**src/rtl/pipe_stage_reg_if.sv**
```systemverilog
// Handshake bundle between two adjacent pipeline stages around one pipe_stage_reg.
// The slave modport is the stage itself; the master modport is whatever drives and observes it.
interface pipe_stage_reg_if #(
    parameter int DATA_W = 96
) ();
    logic              flush_i;
    logic              valid_i;
    logic              ready_o;
    logic [DATA_W-1:0] data_i;
    logic              valid_o;
    logic              ready_i;
    logic [DATA_W-1:0] data_o;
    logic [1:0]        level_o;

    modport slave (
        input  flush_i, valid_i, data_i, ready_i,
        output ready_o, valid_o, data_o, level_o
    );

    modport master (
        output flush_i, valid_i, data_i, ready_i,
        input  ready_o, valid_o, data_o, level_o
    );
endinterface

```
**src/rtl/pipe_stage_reg.sv**
```systemverilog
// Elastic pipeline-stage register with valid/ready handshake, flush and optional two-entry skid.
// With SKID=1 ready_o is decoded from occupancy only, cutting the combinational ready chain.
module pipe_stage_reg #(
    parameter int                 DATA_W     = 96,
    parameter logic [DATA_W-1:0]  BUBBLE_VAL = '0,
    parameter int                 SKID       = 1
) (
    input  logic          clk_i,
    input  logic          rst_i,
    pipe_stage_reg_if.slave bus
);
    typedef enum logic [1:0] {
        EMPTY = 2'd0,
        ONE   = 2'd1,
        TWO   = 2'd2
    } state_t;

    state_t            state;
    state_t            state_next;
    logic [DATA_W-1:0] main_p0;
    logic [DATA_W-1:0] skid_p0;
    logic              vld_p0;
    logic              ready;
    logic              acc;
    logic              emit;
    logic              load_main;
    logic              load_skid;
    logic              main_from_skid;

    function automatic logic [DATA_W-1:0] mask_bubble(input logic vld, input logic [DATA_W-1:0] val);
        return vld ? val : BUBBLE_VAL;
    endfunction

    assign vld_p0 = (state != EMPTY);

    always_comb begin
        ready = 1'b0;
        if (rst_i) begin
            if (SKID != 0) ready = (state != TWO);
            else           ready = (state == EMPTY) || bus.ready_i;
        end
    end

    assign acc  = bus.valid_i && ready;
    assign emit = vld_p0 && bus.ready_i;

    always_comb begin
        state_next     = state;
        load_main      = 1'b0;
        load_skid      = 1'b0;
        main_from_skid = 1'b0;
        if (bus.flush_i) begin
            state_next = EMPTY;
        end else begin
            case (state)
                EMPTY: begin
                    if (acc) begin
                        state_next = ONE;
                        load_main  = 1'b1;
                    end
                end
                ONE: begin
                    if (acc && emit) begin
                        load_main = 1'b1;
                    end else if (acc) begin
                        // Only reachable with a skid entry; single-entry mode cannot accept while stalled.
                        if (SKID != 0) begin
                            state_next = TWO;
                            load_skid  = 1'b1;
                        end
                    end else if (emit) begin
                        state_next = EMPTY;
                    end
                end
                TWO: begin
                    if (emit) begin
                        state_next     = ONE;
                        main_from_skid = 1'b1;
                    end
                end
                default: state_next = EMPTY;
            endcase
        end
    end

    // stage p0: occupancy control (reset) and payload registers (no reset)
    always_ff @(posedge clk_i) begin
        if (!rst_i) state <= EMPTY;
        else        state <= state_next;
    end

    always_ff @(posedge clk_i) begin
        if (load_main)           main_p0 <= bus.data_i;
        else if (main_from_skid) main_p0 <= skid_p0;
    end

    generate
        if (SKID != 0) begin : g_skid
            always_ff @(posedge clk_i) begin
                if (load_skid) skid_p0 <= bus.data_i;
            end
        end else begin : g_noskid
            assign skid_p0 = '0;
        end
    endgenerate

    assign bus.ready_o = ready;
    assign bus.valid_o = vld_p0;
    assign bus.data_o  = mask_bubble(vld_p0, main_p0);
    assign bus.level_o = state;
endmodule

```
**src/flat_wrapper.sv**
```systemverilog
// flat-port wrapper written by rule: the top's interface ports become plain ports
module pipe_stage_reg_flat 
#(
    parameter int                 DATA_W     = 96,
    parameter logic [DATA_W-1:0]  BUBBLE_VAL = '0,
    parameter int                 SKID       = 1
)
  (clk_i, rst_i, bus_flush_i, bus_valid_i, bus_data_i, bus_ready_i, bus_ready_o, bus_valid_o, bus_data_o, bus_level_o);
  pipe_stage_reg_if #(.DATA_W(DATA_W)) bus_i ();
  input  logic clk_i;
  input  logic rst_i;
  input wire logic [$bits(bus_i.flush_i)-1:0] bus_flush_i;
  input wire logic [$bits(bus_i.valid_i)-1:0] bus_valid_i;
  input wire logic [$bits(bus_i.data_i)-1:0] bus_data_i;
  input wire logic [$bits(bus_i.ready_i)-1:0] bus_ready_i;
  output wire logic [$bits(bus_i.ready_o)-1:0] bus_ready_o;
  output wire logic [$bits(bus_i.valid_o)-1:0] bus_valid_o;
  output wire logic [$bits(bus_i.data_o)-1:0] bus_data_o;
  output wire logic [$bits(bus_i.level_o)-1:0] bus_level_o;
  assign bus_i.flush_i = bus_flush_i;
  assign bus_i.valid_i = bus_valid_i;
  assign bus_i.data_i = bus_data_i;
  assign bus_i.ready_i = bus_ready_i;
  assign bus_ready_o = bus_i.ready_o;
  assign bus_valid_o = bus_i.valid_o;
  assign bus_data_o = bus_i.data_o;
  assign bus_level_o = bus_i.level_o;
  pipe_stage_reg #(.DATA_W(DATA_W), .BUBBLE_VAL(BUBBLE_VAL), .SKID(SKID)) u_core (.clk_i(clk_i), .rst_i(rst_i), .bus(bus_i));
endmodule
```
**config.mk**
```make
export PLATFORM = sky130hd
export DESIGN_NAME = pipe_stage_reg_flat
export DESIGN_NICKNAME = d
export VERILOG_FILES = /design/src/rtl/pipe_stage_reg_if.sv /design/src/rtl/pipe_stage_reg.sv /design/src/flat_wrapper.sv
export SDC_FILE = /design/constraint.sdc
export NUM_CORES = 1
export LEC_CHECK = 0
export CORE_MARGIN = 2
export CORE_UTILIZATION = 49
export DETAILED_ROUTE_END_ITERATION = 10
export GPL_TIMING_DRIVEN = 0
export HOLD_SLACK_MARGIN = 0.02
export PLACE_DENSITY = 0.86
export SYNTH_ARGS = -nofsm -noshare
export SYNTH_HDL_FRONTEND = slang
export SYNTH_SLANG_ARGS = --single-unit
```
**constraint.sdc**
```tcl
create_clock -name clk_i -period 12.89 [get_ports clk_i]
set_input_delay 2.578 -clock clk_i [delete_from_list [all_inputs] [get_ports clk_i]]
set_output_delay 2.578 -clock clk_i [all_outputs]
set_load 0.05 [all_outputs]
```
**Yosys cells after proc, flatten, opt, wreduce, memory -nomap -nowiden**

Cells that the tools add are included.

- Bits in registers: 194
- Input bits: 101
- Logic and storage cells: 39
- Output and inout port bits: 100

- Mux-type cells: 20
- Bitwise gates (word level): 1
- Reductions and logical operators: 8
- Eq/ne operators: 7

Operator list:

| operator | number |
|---|---|
| $mux W96 | 3 |
| $mux W1 | 10 |
| $mux W2 | 5 |
| $pmux W2 S3 | 1 |
| $ne A2 B1 Y1 const B | 2 |
| $ne A2 B2 Y1 const B | 2 |
| $reduce_and A4 Y1 | 1 |
| $reduce_bool A2 Y1 | 2 |
| $logic_and A1 B1 Y1 | 3 |
| $ne A3 B1 Y1 const B | 1 |
| $eq A2 B1 Y1 const B | 1 |
| $eq A2 B2 Y1 const B | 1 |
| $logic_not A2 Y1 | 1 |
| $pmux W1 S2 | 1 |
| $reduce_or A2 Y1 | 1 |
| $not A1 Y1 | 1 |

**Logic depth before layout (Yosys ltp)**

Gate-level depths: netlist (run 1).

- Depth after elaboration: 8
- Mapped depth: 5
- Mapped depth without buffers: 3

**Least setup slack after synthesis (run 1)**

Ideal clock, no wire load.

- Path type: input to register
- Start point: in bus_ready_i
- End point: reg u_core.skid_p0[0], enable pin
- Setup time: 0.688 ns
- Arrival time: 9.837 ns
- Path slack: 2.365 ns
- Path buffers: 0
- Data required time: 12.202 ns
- Stages on the path: 2
- Cells stage by stage: nand2b_2 -> nor3b_1

- Word-level cells in the longest chain between the ends: 5

RTL lines:

| what | line | text |
|---|---|---|
| start: declaration | flat_wrapper.sv:15 | `input wire logic [$bits(bus_i.ready_i)-1:0] bus_ready_i;` |
| $logic_and A1 B1 Y1 | pipe_stage_reg.sv:45 | `assign emit = vld_p0 && bus.ready_i;` |
| $logic_and A1 B1 Y1 | pipe_stage_reg.sv:63 | `if (acc && emit) begin` |
| $mux W1 | pipe_stage_reg.sv:63 |  |
| $mux W1 | pipe_stage_reg.sv:55 | `case (state)` |
| $mux W1 | pipe_stage_reg.sv:52 | `if (bus.flush_i) begin` |
| via u_core.load_skid | pipe_stage_reg.sv:27 | `logic load_skid;` |
| end signal: assignment | pipe_stage_reg.sv:100 | `if (load_skid) skid_p0 <= bus.data_i;` |
| end: declaration | pipe_stage_reg.sv:21 | `logic [DATA_W-1:0] skid_p0;` |

The timed path passes the listed nets, and every way through them passes these cells.
A chain may end at the register's enable or synchronous reset.

**Final worst setup path (run 1)**

- Start point: in rst_i
- End point: out bus_ready_o

- Word-level cells in the longest chain between the ends: 1

RTL lines:

| what | line | text |
|---|---|---|
| start: declaration | flat_wrapper.sv:11 | `input logic rst_i;` |
| $mux W1 | pipe_stage_reg.sv:38 | `if (rst_i) begin` |
| end: declaration | flat_wrapper.sv:16 | `output wire logic [$bits(bus_i.ready_o)-1:0] bus_ready_o;` |

Every way passes these cells.

==> impl_results.md, run 1 <==
* Outcome: complete, no violations
* # fillers at 1,075
* Critical Path Max Stage Delay at approximately 810 ps
* Gr usage total at 0.188
* Vias/cell at 4.93
* Most common cell in the netlist: edfxtp_1
* Reg2reg path depth at 7
* Vias in the first global route at 4,556
* CTS clk-pin slew, worst paths at around 60 ps
* CTS buffer count at 17
* Hold_buf cts at 0
* Proportion of netlist area held by the largest area contributor at 0.735
* Final instance area at 0.0109 mm^2
* Pleak at 3.82 nW
* I/O pin count at 201
* Hold Path Cell Cnt at 1
* Cells after Synth at 424
* DR WL/cell at 17.9 um
* Slew @ Worst Pin at 934 ps
* Pin count of the biggest net entering global routing at 30
* First-iteration detailed-routing DRC count at 263
* Synth Flop Type: edfxtp_1
* Peak VDD IR at 0.0909 mV
* H-tree levels at 4
* Share of layout cells above drive strength 1 at 0.237
* Worst hold path class: register to register
* Peak Freq at approximately 150 MHz
* Top post-synthesis cells by count: edfxtp_1 (192), and2_1 (97), mux2_2 (67), mux2_4 (29), buf_2 (7)
* Critical Path End Type: output pin
* Hold Fails Final Rpt at 0
* DR vias at 4,356
* Skew final at slightly above 9 ps
* Core ar. at 0.0158 mm^2
* Seq/Total Area, Yosys at 0.740
* Synth area leader: edfxtp_1
* Clock tree buffer depth at 2
* Ys Warns at 0
* CP startpoint kind: input pin
* Die area at 0.0170 mm^2
* RSZ-0062 raised after global routing: no
* Post-synth EDFFs at 192
* CP most frequent cell: clkdlybuf4s50_1
* Ys async rst share at 0
* Final wirelength at 15,800 um
* Tot Pwr at ~0.0014 W
* HPWL after detailed placement at around 11,000 um
* Die height at 131 um
* Rows at 46
* Port Buffers at 200
* Initial antenna violation count at 0
* Slew Viols, Final at 0
* Max-cap violations at 0
* Syn avg cell area at 18.5 um^2
* Area contributors post-synth: edfxtp_1 (73%), mux2_2 (9.6%), and2_1 (7.7%)
* Worst EP arrival at 4050 ps
* Worst-skew pair later-pin latency at 420 ps
* Critical Path Fanout Max at 2
* CTS tree: built
* Worst-path cell chain: clkdlybuf4s50_1, and2_1, clkdlybuf4s50_1
* Drt pass-1 iters at 4
* TNS Setup at 0 ps
* Minimum clock period after layout at between 6000 and 7000 ps
* PostCTS Resize Cnt at 0
* Placed cell area at 0.0103 mm^2
* Post-synthesis cell type count at 21
* Yosys reg bits at just under 200
* CP max stage cell: clkdlybuf4s50_1
* Final std cells w/o fill at 884
* Post-CTS Setup Bufs at 0
* Initial Utilization at 0.498
* Final #Nets at roughly 760
* Mapped Area at 0.00785 mm^2
* CTS sink cnt at 194
* Power Density at 128 mW/mm^2
* Final worst path period share at 0.514
* Die W at between 100 and 150 um
* # diodes at 0
* Synth Net Count at roughly 530
* GPL Wtd Cong at 0.783
* Gr ovfl total at 0
* Relative slew slack at 0.375
* Area growth syn-to-layout at 39.0%
* Setup-failing EPs final at 0
* Drt drc at 0
* Critical path type: input pin to output pin
* Worst path required time at 10,310 ps
* Number of routed nets with antenna violations at 0
* Placed cells at 852
* CTS root buf: clkbuf_16
* Global-route wire length before repair at approximately 24,000 um
-- stage by stage --
step | hold slack [ps] | worst slack, ps | util
floorplan | 523 | 2360 | -
global placement | 513 | -1440 | 0.642
detailed placement | 533 | 6280 | 0.654
CTS | 546 | 6280 | 0.691
global route | 561 | 6250 | 0.691
finish | 545 | 6270 | 0.691
-- kinds of logic after synthesis --
kind of cell    count (synthesis)  synth area share
compound gates                  5           0.00430
buf+inv                        21            0.0156
flops                         194             0.740
mux                            96             0.152
simple gates                  108            0.0886
-- area by class of cell --
| type | count | area [um^2] | share of cell area |
|---|---|---|---|
| multi-input cells | 209 | 1940 | 0.178 |
| flip-flops and latches | 194 | 5810 | 0.532 |
| clock inverters | 13 | 159 | 0.0146 |
| repair buffers | 212 | 2180 | 0.200 |
| plain buffers | 21 | 123 | 0.0112 |
| clock buffers | 19 | 433 | 0.0397 |
| well taps | 216 | 270 | 0.0248 |
-- registers in the layout (all words and copies together) (netlist names) --
name,cells
u_core.bus.level_o,2
u_core.skid_p0,96
u_core.main_p0,96
-- worst max-delay path: cells and delay by family --
kind                   cells  cell delay [ps]
buffers and inverters      2             1320
AND/OR/NAND/NOR            1              150
-- path summary, 6_finish.rpt --
kind                                                         start                           end  slack (ps)
worst max-delay path                                         rst_i                   bus_ready_o        6270
worst max register to register  u_core.bus.level_o[1]$_SDFFE_PP0P_  u_core.main_p0[78]$_DFFE_PP_       10650
worst min register to register         u_core.skid_p0[3]$_DFFE_PP_   u_core.main_p0[3]$_DFFE_PP_         540
worst min-delay path                   u_core.skid_p0[3]$_DFFE_PP_   u_core.main_p0[3]$_DFFE_PP_         540
-- report_power, final --
group	leakage (nW)	switching, W	internal (W)
registers	1.76	0.00000247	0.000704
clock network	0.287	0.000222	0.000306
logic	1.78	0.0000903	0.0000737
-- cells in the final DEF, fill, tap and decap left out, types with 2 or more instances in the layout --
| cell type | synthesis | layout |
|---|---|---|
| bufinv_16 | 0 | 3 |
| and2_1 | 97 | 97 |
| clkbuf_16 | 0 | 17 |
| or2_2 | 2 | 2 |
| dfxtp_1 | 2 | 2 |
| clkbuf_2 | 4 | 4 |
| mux2_2 | 67 | 67 |
| edfxtp_1 | 192 | 192 |
| clkinv_1 | 0 | 2 |
| buf_2 | 7 | 7 |
| buf_8 | 0 | 2 |
| buf_6 | 4 | 11 |
| clkinv_4 | 0 | 2 |
| nand2_1 | 2 | 2 |
| mux2_4 | 29 | 29 |
| nand2b_1 | 3 | 3 |
| clkbuf_1 | 6 | 8 |
| buf_12 | 0 | 2 |
| clkinv_2 | 0 | 2 |
| inv_6 | 0 | 3 |
| clkdlybuf4s50_1 | 0 | 200 |
-- metal layers --
layer / share of wire / global-route usage / wire length, um / up-vias
li1: - / - / - / 2052
met1: 0.40 / 0.223 / 6340 / 2132
met5: 0 / 0 / 0 / -
met3: 0.064 / 0.0558 / 1010 / 27
met2: 0.51 / 0.321 / 8110 / 145
met4: 0.021 / 0.0776 / 325 / 0
No activity file was read; power rests on OpenSTA's default activity.
==> run 2, diff against run 1 <==
Settings changed: CORE_UTILIZATION 49 to 44, PLACE_DENSITY 0.86 to 0.82.
Clock period 12.89 ns to 5.7 ns, I/O delays scaled along.
==> impl_results.md, run 2 (synthesis results as in run 1) <==
* CTS buffer count at 17 (unchanged)
* Slew @ Worst Pin at 995 ps (+61.3 ps)
* Global-route wire length before repair at 23,900 um (+0.73%)
* CTS clk-pin slew, worst paths at 70 ps (about the same)
* H-tree levels at 4 (unchanged)
* Area growth syn-to-layout at 38.7%
* Vias/cell at 4.88 (-0.90%)
* CP startpoint kind: register
* Peak VDD IR at 0.196 mV (+120%)
* Gr usage total at 0.171 (-0.0171)
* Drt drc at 0 (unchanged)
* Final worst path period share at 0.691
* Worst-skew pair later-pin latency at 420 ps (about the same)
* PostCTS Resize Cnt at 0 (unchanged)
* # fillers at 1,252 (+16%)
* Worst EP arrival at 2800 ps (-1250 ps)
* CP max stage cell: clkdlybuf4s50_1
* Placed cells at 858 (+0.70%)
* Port Buffers at 200 (unchanged)
* CTS root buf: clkbuf_16
* Reg2reg path depth at 5 (-2)
* Die area at 0.0189 mm^2 (+11%)
* Hold Fails Final Rpt at 0 (unchanged)
* GPL Wtd Cong at 0.723 (-7.7%)
* Number of routed nets with antenna violations at 0 (unchanged)
* CTS sink cnt at 194 (unchanged)
* Gr ovfl total at 0 (unchanged)
* I/O pin count at 201 (unchanged)
* Critical Path Fanout Max at 10 (+8)
* Worst hold path class: register to register
* Die W at 138 um (+5.4%)
* Critical path type: register to output pin
* Worst Hold Margin at 544 ps (-0.456 ps)
* Commonest non-fill, non-tap cells in the layout: clkdlybuf4s50_1 (200), edfxtp_1 (192), and2_1 (97)
* Switching share of power at 0.233 (+0.00810)
* Slew Viols, Final at 0 (unchanged)
* Clock network power share at 0.346 (-0.031)
* Final std cells w/o fill at 889 (+0.57%)
* Setup ws final at 1760 ps (-4500 ps)
* Hold_buf cts at 0 (unchanged)
* Setup-failing EPs final at 0 (unchanged)
* Minimum clock period after layout at around 3900 ps
* Final #Nets at 753 (-0.40%)
* CP most frequent cell: clkbuf_2
* Rows at 48 (+4.3%)
* First-iteration detailed-routing DRC count at 227 (-14%)
* Die height at 138 um (+5.4%)
* Int Pwr at 0.00231 W (+110%)
* HPWL after detailed placement at 11,800 um (+2.8%)
* Pleak at 3.79 nW (-0.88%)
* Reg2Reg Setup Slack at 3320 ps (-7330 ps)
* Most common cell after layout, fill and taps aside: clkdlybuf4s50_1
* RSZ-0062 raised after global routing: no
* # diodes at 0 (unchanged)
* Critical Path End Type: output pin
* Pin count of the biggest net entering global routing at 31 (+3.3%)
* DR vias at 4,341 (-0.34%)
* Share of layout cells above drive strength 1 at 0.227 (-0.00912)
* Post-CTS Setup Bufs at 0 (unchanged)
* DR WL/cell at 18.1 um (+1.2%)
* CTS tree: built
* Clock tree buffer depth at 2 (unchanged)
* Worst-path cell chain: or2_2, clkbuf_2, buf_2, clkbuf_2, and2_1, clkdlybuf4s50_1
* Final Core Density at 0.627 (-0.0644)
* Final wirelength at 16,100 um (+1.7%)
* Initial antenna violation count at 0 (unchanged)
* Relative slew slack at 0.336 (-0.0392)
* Psw at 0.000702 W (+120%)
* Core ar. at 0.0174 mm^2 (+10%)
* Worst path required time at 4560 ps (-5750 ps)
* Power Density at 277 mW/mm^2 (+120%)
* DP Worst Slack at 1970 ps (-4310 ps)
* Critical Path Max Stage Delay at 800 ps (about the same)
* Hold Path Cell Cnt at 1 (unchanged)
* Peak Freq at 254 MHz
* Outcome: complete, no violations
* Combinational share of power at 0.124 (+0.007)
* Vias in the first global route at 4,540 (-0.35%)
* Sequential share of power at 0.530 (+0.025)
* Initial Utilization at 0.452 (-0.0455)
* Drt pass-1 iters at 4 (unchanged)
* Max-cap violations at 0 (unchanged)
* Skew final at 8.95 ps (-0.244 ps)
==> run 2: power by group through the flow <==
stage          Sequential, W  Clock, W  Combinational [W]
2_1_floorplan        0.00163         0           0.000199
3_3_place_gp         0.00163         0           0.000358
3_5_place_dp         0.00163         0           0.000376
4_1_cts              0.00160   0.00106           0.000378
5_1_grt              0.00160   0.00111           0.000393
6_report             0.00160   0.00104           0.000374
==> run 2: final cells by class <==
type / count / area [um^2] / share of cell area
Sequential cell: 194 / 5810 / 0.533
Timing Repair Buffer: 209 / 2230 / 0.205
Multi-Input combinational cell: 209 / 1940 / 0.178
Clock buffer: 20 / 437 / 0.0401
Tap cell: 225 / 282 / 0.0259
Buffer: 21 / 123 / 0.0113
Clock inverter: 11 / 65.1 / 0.00598
==> run 2: metal layers <==
metal,vias up,part of all wire,track usage
met4,0,0.013,0.0613
met5,-,0,0
met3,14,0.066,0.0489
met2,161,0.52,0.300
met1,2130,0.40,0.199
li1,2036,-,-
==> run 2: final timing paths <==
check                                               endpoint                          startpoint
worst min-delay path            u_core.main_p0[95]$_DFFE_PP_        u_core.skid_p0[95]$_DFFE_PP_
worst max-delay path                          bus_data_o[67]  u_core.bus.level_o[1]$_SDFFE_PP0P_
worst min register to register  u_core.main_p0[95]$_DFFE_PP_        u_core.skid_p0[95]$_DFFE_PP_
worst max register to register  u_core.skid_p0[30]$_DFFE_PP_  u_core.bus.level_o[1]$_SDFFE_PP0P_
==> run 2: metrics by stage <==
stage / power [W] / setup TNS [ps] / cell area (um^2)
2_1_floorplan: 0.00183 / 0 / 7860
3_3_place_gp: 0.00199 / -226970 / 10100
6_report: 0.00301 / 0 / 10900
3_5_place_dp: 0.00200 / 0 / 10400
5_1_grt: 0.00310 / 0 / 10900
4_1_cts: 0.00304 / 0 / 10900
==> run 2: critical path, delay by kind of cell (launching register included) <==
family	cells	cell delay (ps)
and+or+nand+nor	2	330
buffers and inverters	4	1560
DFF	1	480
